[src/rtl/adder_arbiter_pkg.sv]
// Shared definitions for the round-robin front end of the shared adder:
// default sizes, FSM state encoding, the tag type and an index helper.
package adder_arbiter_pkg;

    localparam int def_n_req = 4;
    localparam int def_width = 4;
    localparam int def_depth = 4;

    typedef enum logic [0:0] {
        IDLE  = 1'b0,
        ISSUE = 1'b1
    } state_t;

    localparam int tag_w = $clog2(def_n_req);
    typedef logic [tag_w-1:0] tag_t;

    // Modular add of a requester index and a search offset, both below n.
    function automatic int wrap_idx(input int base, input int off, input int n);
        int s;
        s = base + off;
        return (s >= n) ? (s - n) : s;
    endfunction

endpackage

[src/rtl/adder_arbiter_tag_fifo.sv]
// Synchronous FIFO of requester tags in grant order. It is used to route adder
// results back to their owners; a push into a full FIFO is taken only alongside a pop.
module adder_arbiter_tag_fifo
    import adder_arbiter_pkg::*;
#(
    parameter int tag_w = 2,
    parameter int depth = def_depth
) (
    input  logic             clk,
    input  logic             rst_n,
    input  logic             push,
    input  logic [tag_w-1:0] push_tag,
    input  logic             pop,
    output logic [tag_w-1:0] head,
    output logic             full,
    output logic             empty
);

    localparam int aw = (depth > 1) ? $clog2(depth) : 1;
    localparam int cw = $clog2(depth + 1);

    logic [tag_w-1:0] mem_r [depth];
    logic [aw-1:0]    wr_ptr_r;
    logic [aw-1:0]    rd_ptr_r;
    logic [cw-1:0]    count_r;
    logic             push_ok_s;
    logic             pop_ok_s;

    assign full      = (count_r == cw'(depth));
    assign empty     = (count_r == '0);
    assign head      = mem_r[rd_ptr_r];
    assign pop_ok_s  = pop & ~empty;
    assign push_ok_s = push & (~full | pop_ok_s);

    // Storage, pointers and occupancy.
    always_ff @(posedge clk or negedge rst_n) begin
        if (!rst_n) begin
            for (int i = 0; i < depth; i++) begin
                mem_r[i] <= '0;
            end
            wr_ptr_r <= '0;
            rd_ptr_r <= '0;
            count_r  <= '0;
        end else begin
            if (push_ok_s) begin
                mem_r[wr_ptr_r] <= push_tag;
                wr_ptr_r <= (wr_ptr_r == aw'(depth - 1)) ? '0 : wr_ptr_r + aw'(1);
            end
            if (pop_ok_s) begin
                rd_ptr_r <= (rd_ptr_r == aw'(depth - 1)) ? '0 : rd_ptr_r + aw'(1);
            end
            case ({push_ok_s, pop_ok_s})
                2'b10:   count_r <= count_r + cw'(1);
                2'b01:   count_r <= count_r - cw'(1);
                default: count_r <= count_r;
            endcase
        end
    end

endmodule

[src/rtl/adder_arbiter.sv]
// Round-robin arbiter sharing one flow-controlled adder among n_req requesters;
// results are steered back to their owners through a FIFO of grant tags.
module adder_arbiter
    import adder_arbiter_pkg::*;
#(
    parameter int n_req = def_n_req,
    parameter int width = def_width,
    parameter int depth = def_depth
) (
    input  logic                   clk,
    input  logic                   rst_n,
    input  logic [n_req-1:0]       req_vld,
    output logic [n_req-1:0]       req_rdy,
    input  logic [n_req*width-1:0] req_a,
    input  logic [n_req*width-1:0] req_b,
    output logic                   a_vld,
    output logic                   b_vld,
    input  logic                   a_rdy,
    input  logic                   b_rdy,
    output logic [width-1:0]       a_data,
    output logic [width-1:0]       b_data,
    input  logic                   sum_vld,
    output logic                   sum_rdy,
    input  logic [width:0]         sum_data,
    output logic [n_req-1:0]       rsp_vld,
    input  logic [n_req-1:0]       rsp_rdy,
    output logic [width:0]         rsp_data
);

    localparam int tw = $clog2(n_req);

    state_t           state_r;
    logic [tw-1:0]    rr_ptr_r;
    logic             a_vld_r;
    logic             b_vld_r;
    logic [width-1:0] a_hold_r;
    logic [width-1:0] b_hold_r;

    logic             grant_found_s;
    logic [tw-1:0]    grant_idx_s;
    logic             grant_s;
    logic             a_hs_s;
    logic             b_hs_s;
    logic             fifo_full_s;
    logic             fifo_empty_s;
    logic [tw-1:0]    fifo_head_s;
    logic             fifo_pop_s;

    assign a_vld    = a_vld_r;
    assign b_vld    = b_vld_r;
    assign a_data   = a_hold_r;
    assign b_data   = b_hold_r;
    assign rsp_data = sum_data;
    assign a_hs_s   = a_vld_r & a_rdy;
    assign b_hs_s   = b_vld_r & b_rdy;

    // Grant is gated by rst_n so req_rdy stays low while reset is held.
    assign grant_s  = rst_n & (state_r == IDLE) & grant_found_s & ~fifo_full_s;

    // First valid requester at or after rr_ptr, wrapping.
    always_comb begin
        grant_found_s = 1'b0;
        grant_idx_s   = '0;
        for (int i = 0; i < n_req; i++) begin
            if (!grant_found_s && req_vld[wrap_idx(int'(rr_ptr_r), i, n_req)]) begin
                grant_found_s = 1'b1;
                grant_idx_s   = tw'(wrap_idx(int'(rr_ptr_r), i, n_req));
            end else begin
                grant_found_s = grant_found_s;
            end
        end
    end

    // One-hot accept toward the granted requester.
    always_comb begin
        req_rdy = '0;
        if (grant_s) begin
            req_rdy[grant_idx_s] = 1'b1;
        end else begin
            req_rdy = '0;
        end
    end

    // Route the adder result to the requester at the tag FIFO head.
    always_comb begin
        rsp_vld = '0;
        sum_rdy = 1'b0;
        if (!fifo_empty_s) begin
            rsp_vld[fifo_head_s] = sum_vld;
            sum_rdy              = rsp_rdy[fifo_head_s];
        end else begin
            rsp_vld = '0;
            sum_rdy = 1'b0;
        end
    end

    assign fifo_pop_s = sum_vld & sum_rdy;

    // Arbitration FSM; a_vld_r/b_vld_r are the inverted per-operand done flags.
    always_ff @(posedge clk or negedge rst_n) begin
        if (!rst_n) begin
            state_r  <= IDLE;
            rr_ptr_r <= '0;
            a_vld_r  <= 1'b0;
            b_vld_r  <= 1'b0;
            a_hold_r <= '0;
            b_hold_r <= '0;
        end else begin
            case (state_r)
                IDLE: begin
                    if (grant_s) begin
                        a_hold_r <= req_a[int'(grant_idx_s)*width +: width];
                        b_hold_r <= req_b[int'(grant_idx_s)*width +: width];
                        a_vld_r  <= 1'b1;
                        b_vld_r  <= 1'b1;
                        rr_ptr_r <= (grant_idx_s == tw'(n_req - 1)) ? '0 : grant_idx_s + tw'(1);
                        state_r  <= ISSUE;
                    end
                end
                ISSUE: begin
                    if ((~a_vld_r | a_rdy) & (~b_vld_r | b_rdy)) begin
                        a_vld_r <= 1'b0;
                        b_vld_r <= 1'b0;
                        state_r <= IDLE;
                    end else begin
                        if (a_hs_s) a_vld_r <= 1'b0;
                        if (b_hs_s) b_vld_r <= 1'b0;
                    end
                end
                default: begin
                    a_vld_r <= 1'b0;
                    b_vld_r <= 1'b0;
                    state_r <= IDLE;
                end
            endcase
        end
    end

    adder_arbiter_tag_fifo #(
        .tag_w (tw),
        .depth (depth)
    ) u_tag_fifo (
        .clk      (clk),
        .rst_n    (rst_n),
        .push     (grant_s),
        .push_tag (grant_idx_s),
        .pop      (fifo_pop_s),
        .head     (fifo_head_s),
        .full     (fifo_full_s),
        .empty    (fifo_empty_s)
    );

endmodule

[config.mk]
export PLATFORM = sky130hd
export DESIGN_NAME = adder_arbiter
export DESIGN_NICKNAME = d
export VERILOG_FILES = /design/src/rtl/adder_arbiter_pkg.sv /design/src/rtl/adder_arbiter_tag_fifo.sv /design/src/rtl/adder_arbiter.sv
export SDC_FILE = /design/constraint.sdc
export NUM_CORES = 1
export LEC_CHECK = 0
export BUFFER_PORTS_ARGS = -buffer_cell sky130_fd_sc_hd__buf_4
export CORE_MARGIN = 5
export CORE_UTILIZATION = 45
export CTS_CLUSTER_DIAMETER = 40
export DETAILED_ROUTE_END_ITERATION = 10
export HOLD_SLACK_MARGIN = 0.12
export PLACE_DENSITY = 0.8
export SLEW_MARGIN = 20
export SYNTH_ARGS = -nofsm -noshare
export SYNTH_HDL_FRONTEND = slang
export SYNTH_SLANG_ARGS = --single-unit
[constraint.sdc]
create_clock -name clk -period 4.4 [get_ports clk]
set_input_delay 0.44 -clock clk [delete_from_list [all_inputs] [get_ports clk]]
set_output_delay 0.44 -clock clk [all_outputs]
set_load 0.02 [all_outputs]
==> qor.yml <==
ant_nets: 0
path_clk_slew_ns: 0.10
rrSetupSlack_ns: 1.44
post-route-period-util_pct: 78.0
pwr-share-clk_pct: 13.5
path_cells: "dlygate4sd3_1, buf_4, nor4b_2, inv_1, ha_1, inv_1, fa_1, o21ai_0"
critPathLaunch: "rst_n"
cts_buffers: 3
drc_errors: 0
wirelength_um: 3840
p_sw_mw: 0.615
switching_share_pct: 40.9
place_congestion: 0.821
slew_headroom_pct: 39.0
tritoncts: "done"
cp-start-kind: "input port"
total_power_mw: 1.51
worstReg2RegEnd: "u_tag_fifo.count_r[1]"
area_growth_pct: 32.3
grt_pass1_wl_um: 6660
register_area_um2: 701
vdd_drop_max_mv: 0.361
power_leakage_nw: 1.18
drt-pass1-iter-count: 4
cts_buffer_depth: 2
track_usage_pct: 15.6
r2r_cells: 7
multiInputGateArea_um2: 916
intPower_mw: 0.890
critical_path_arrival_ns: 3.64
h-tree-depth: 1
hold_viol_final: 0
holdCritPathClass: "input port to flop"
status: "finished clean"
initial_core_util_pct: 46.8
cp_data_required_time_ns: 4.61
grt_pass1_vias: 1479
clock.fmax_mhz: 292
synth.area.top_cells: "dfrtp_1 41%, mux2i_1 11%, ha_1 7.3%, nand2_1 6.5%, o221ai_1 4.1%"
p_per_area_mw_per_mm2: 659
slowest_stage: "nor4b_2"
rows: 22
cp_max_fo: 29
fin_crit_ns: 3.43
critPathCaptureType: "flop"
hold-path-cell-count: 4
path_depth: 8
crit_end: "u_tag_fifo.count_r[1]"
final_common_cell: "buf_4"
cap_violations: 0
yosysSeqAreaShare_pct: 40.6
n_antenna_cell: 0
worst_slew_pin_slew_ns: 0.912
ys_warn_count: 0
clock_latency_ns: 0.28
fillers: 328
synth_nets: 229
tns_ns: 0
post_drt_wl_per_cell_um: 13.9
ys_types: 36
async_flop_share_pct: 100
ys_ff_latch: 28
synth_cells: 168
timing.rr.start: "u_tag_fifo.count_r[2]"
pin_count: 74
critPathMaxStageDelay_ns: 0.81
synth_top_area_share_pct: 40.6
drive_above_1_share_pct: 36.1
die_w_um: 71.9
dpl.hpwl_um: 3110
vias: 1394
cts_resized: 0
skew_ns: 0.00681
yosys.area.top_type: "dfrtp_1"
finalSetupViolations: 0
synth_edf_count: 0
crit_top_cell: "inv_1"
nets: 289
cts-root-buf: "clkbuf_8"
drv_slew: 0
cts_sinks: 28
instances_no_fill: 275
die_h_um: 71.9
critPathTopFamily: "buffers and inverters"
critPathKind: "input port to flop"
seqPwrFrac_pct: 32.5
layout_common_cells: "64 x buf_4, 30 x nand2_1, 28 x dfrtp_1, 19 x mux2i_1, 12 x inv_1"
path_buf_inv: 4
design.core.area_mm2: 0.00369
ys_dominant_reg_cell: "dfrtp_1"
synth_area_mm2: 0.00173
syn_area_per_cell_um2: 10.3
drt_iter0_drc: 63
numPortBuffers: 63
grt-ovfl-total: 0
power_frac_comb_pct: 54.0
grt_antenna_before_repair: 0
dp.cells: 270
rsz0062_at_grt: "false"
die_area_mm2: 0.00517
grt_max_degree: 30
viasPerCell: 5.07
-- state kept, by name, indices dropped and copies added, names as in the netlist --
name,cells
u_tag_fifo.mem_r,8
u_tag_fifo.count_r,3
u_tag_fifo.wr_ptr_r,2
rr_ptr_r,2
u_tag_fifo.rd_ptr_r,2
b_vld,1
b_data,4
a_vld,1
state_r,1
a_data,4
-- Yosys cell counts, types with 2 or more instances --
cell type  number
nand2_1        30
dfrtp_1        28
mux2i_1        19
inv_1          12
ha_1           10
o21ai_0         8
o221ai_1        8
nor2_1          7
mux2_2          6
buf_4           5
and2_1          4
a21oi_1         3
buf_2           3
nor3b_1         2
xor2_1          2
-- worst min path at each step --
stage | startpoint | to | slack, ns
2_1_floorplan | rst_n | a_data[0] | 0.14
3_3_place_gp | rst_n | u_tag_fifo.rd_ptr_r[0] | 0.38
3_5_place_dp | rst_n | u_tag_fifo.rd_ptr_r[0] | 0.38
4_1_cts | b_rdy | b_vld | 0.42
5_1_grt | b_rdy | b_vld | 0.44
6_report | b_rdy | b_vld | 0.42
-- layout make-up --
class,count,area share [%]
well taps,48,2.63
multi-input cells,118,40.1
flip-flops and latches,28,30.7
clock inverters,1,1.32
clock buffers,3,1.81
repair buffers,65,21.5
inverters,12,1.97
-- worst min-delay path: stages --
cell and delay [ns]:
buf_4 0.08, nand2_1 0.04, nand2_1 0.06, nand2_1 0.05
-- stage by stage --
step	cell area (µm²)	util (%)	setup slack [ns]	hold WS, ns
2_1_floorplan	1730	-	1.85	0.144
3_3_place_gp	2200	59.7	1.36	0.377
3_5_place_dp	2200	59.7	1.19	0.379
4_1_cts	2280	61.9	0.944	0.417
5_1_grt	2280	61.9	0.537	0.436
6_report	2280	61.9	0.970	0.424
-- routing by layer --
layer	GRT usage [%]	wire [µm]	share of wire, %	vias to the layer above
met1	19.5	1620	42	648
li1	-	-	-	692
met2	26.6	1870	49	52
met3	5.40	325	8.5	2
met4	2.30	17	0.44	0
met5	0	0	0	-
-- cells by family (layout without fill, tap and decap cells) --
| group | Yosys count | count (layout) | share of synthesized area, % |
|---|---|---|---|
| flip-flops | 28 | 28 | 40.6 |
| buffers and inverters | 22 | 81 | 6.31 |
| AND/OR/NAND/NOR | 52 | 52 | 14.6 |
| multiplexers | 28 | 28 | 18.6 |
| AO/OA/AOI/OAI | 24 | 24 | 9.94 |
| adder cells (fa/ha/maj) | 11 | 11 | 8.41 |
| XOR/XNOR | 3 | 3 | 1.52 |
-- repair_timing --
action / 4_1_cts / 5_1_grt
setup endpoints to repair: 0 / 0
endpoints found under the hold margin: 28 / 0
hold buffers: 1 / 0
setup buffers: 0 / 0
-- power by group through the flow --
stage | clock network, mW | registers, mW | logic, mW
6_report | 0.203 | 0.489 | 0.813
5_1_grt | 0.216 | 0.509 | 0.913
4_1_cts | 0.207 | 0.488 | 0.830
3_5_place_dp | 0 | 0.492 | 0.828
3_3_place_gp | 0 | 0.484 | 0.800
2_1_floorplan | 0 | 0.519 | 0.529
(Power assumes the default switching activity.)
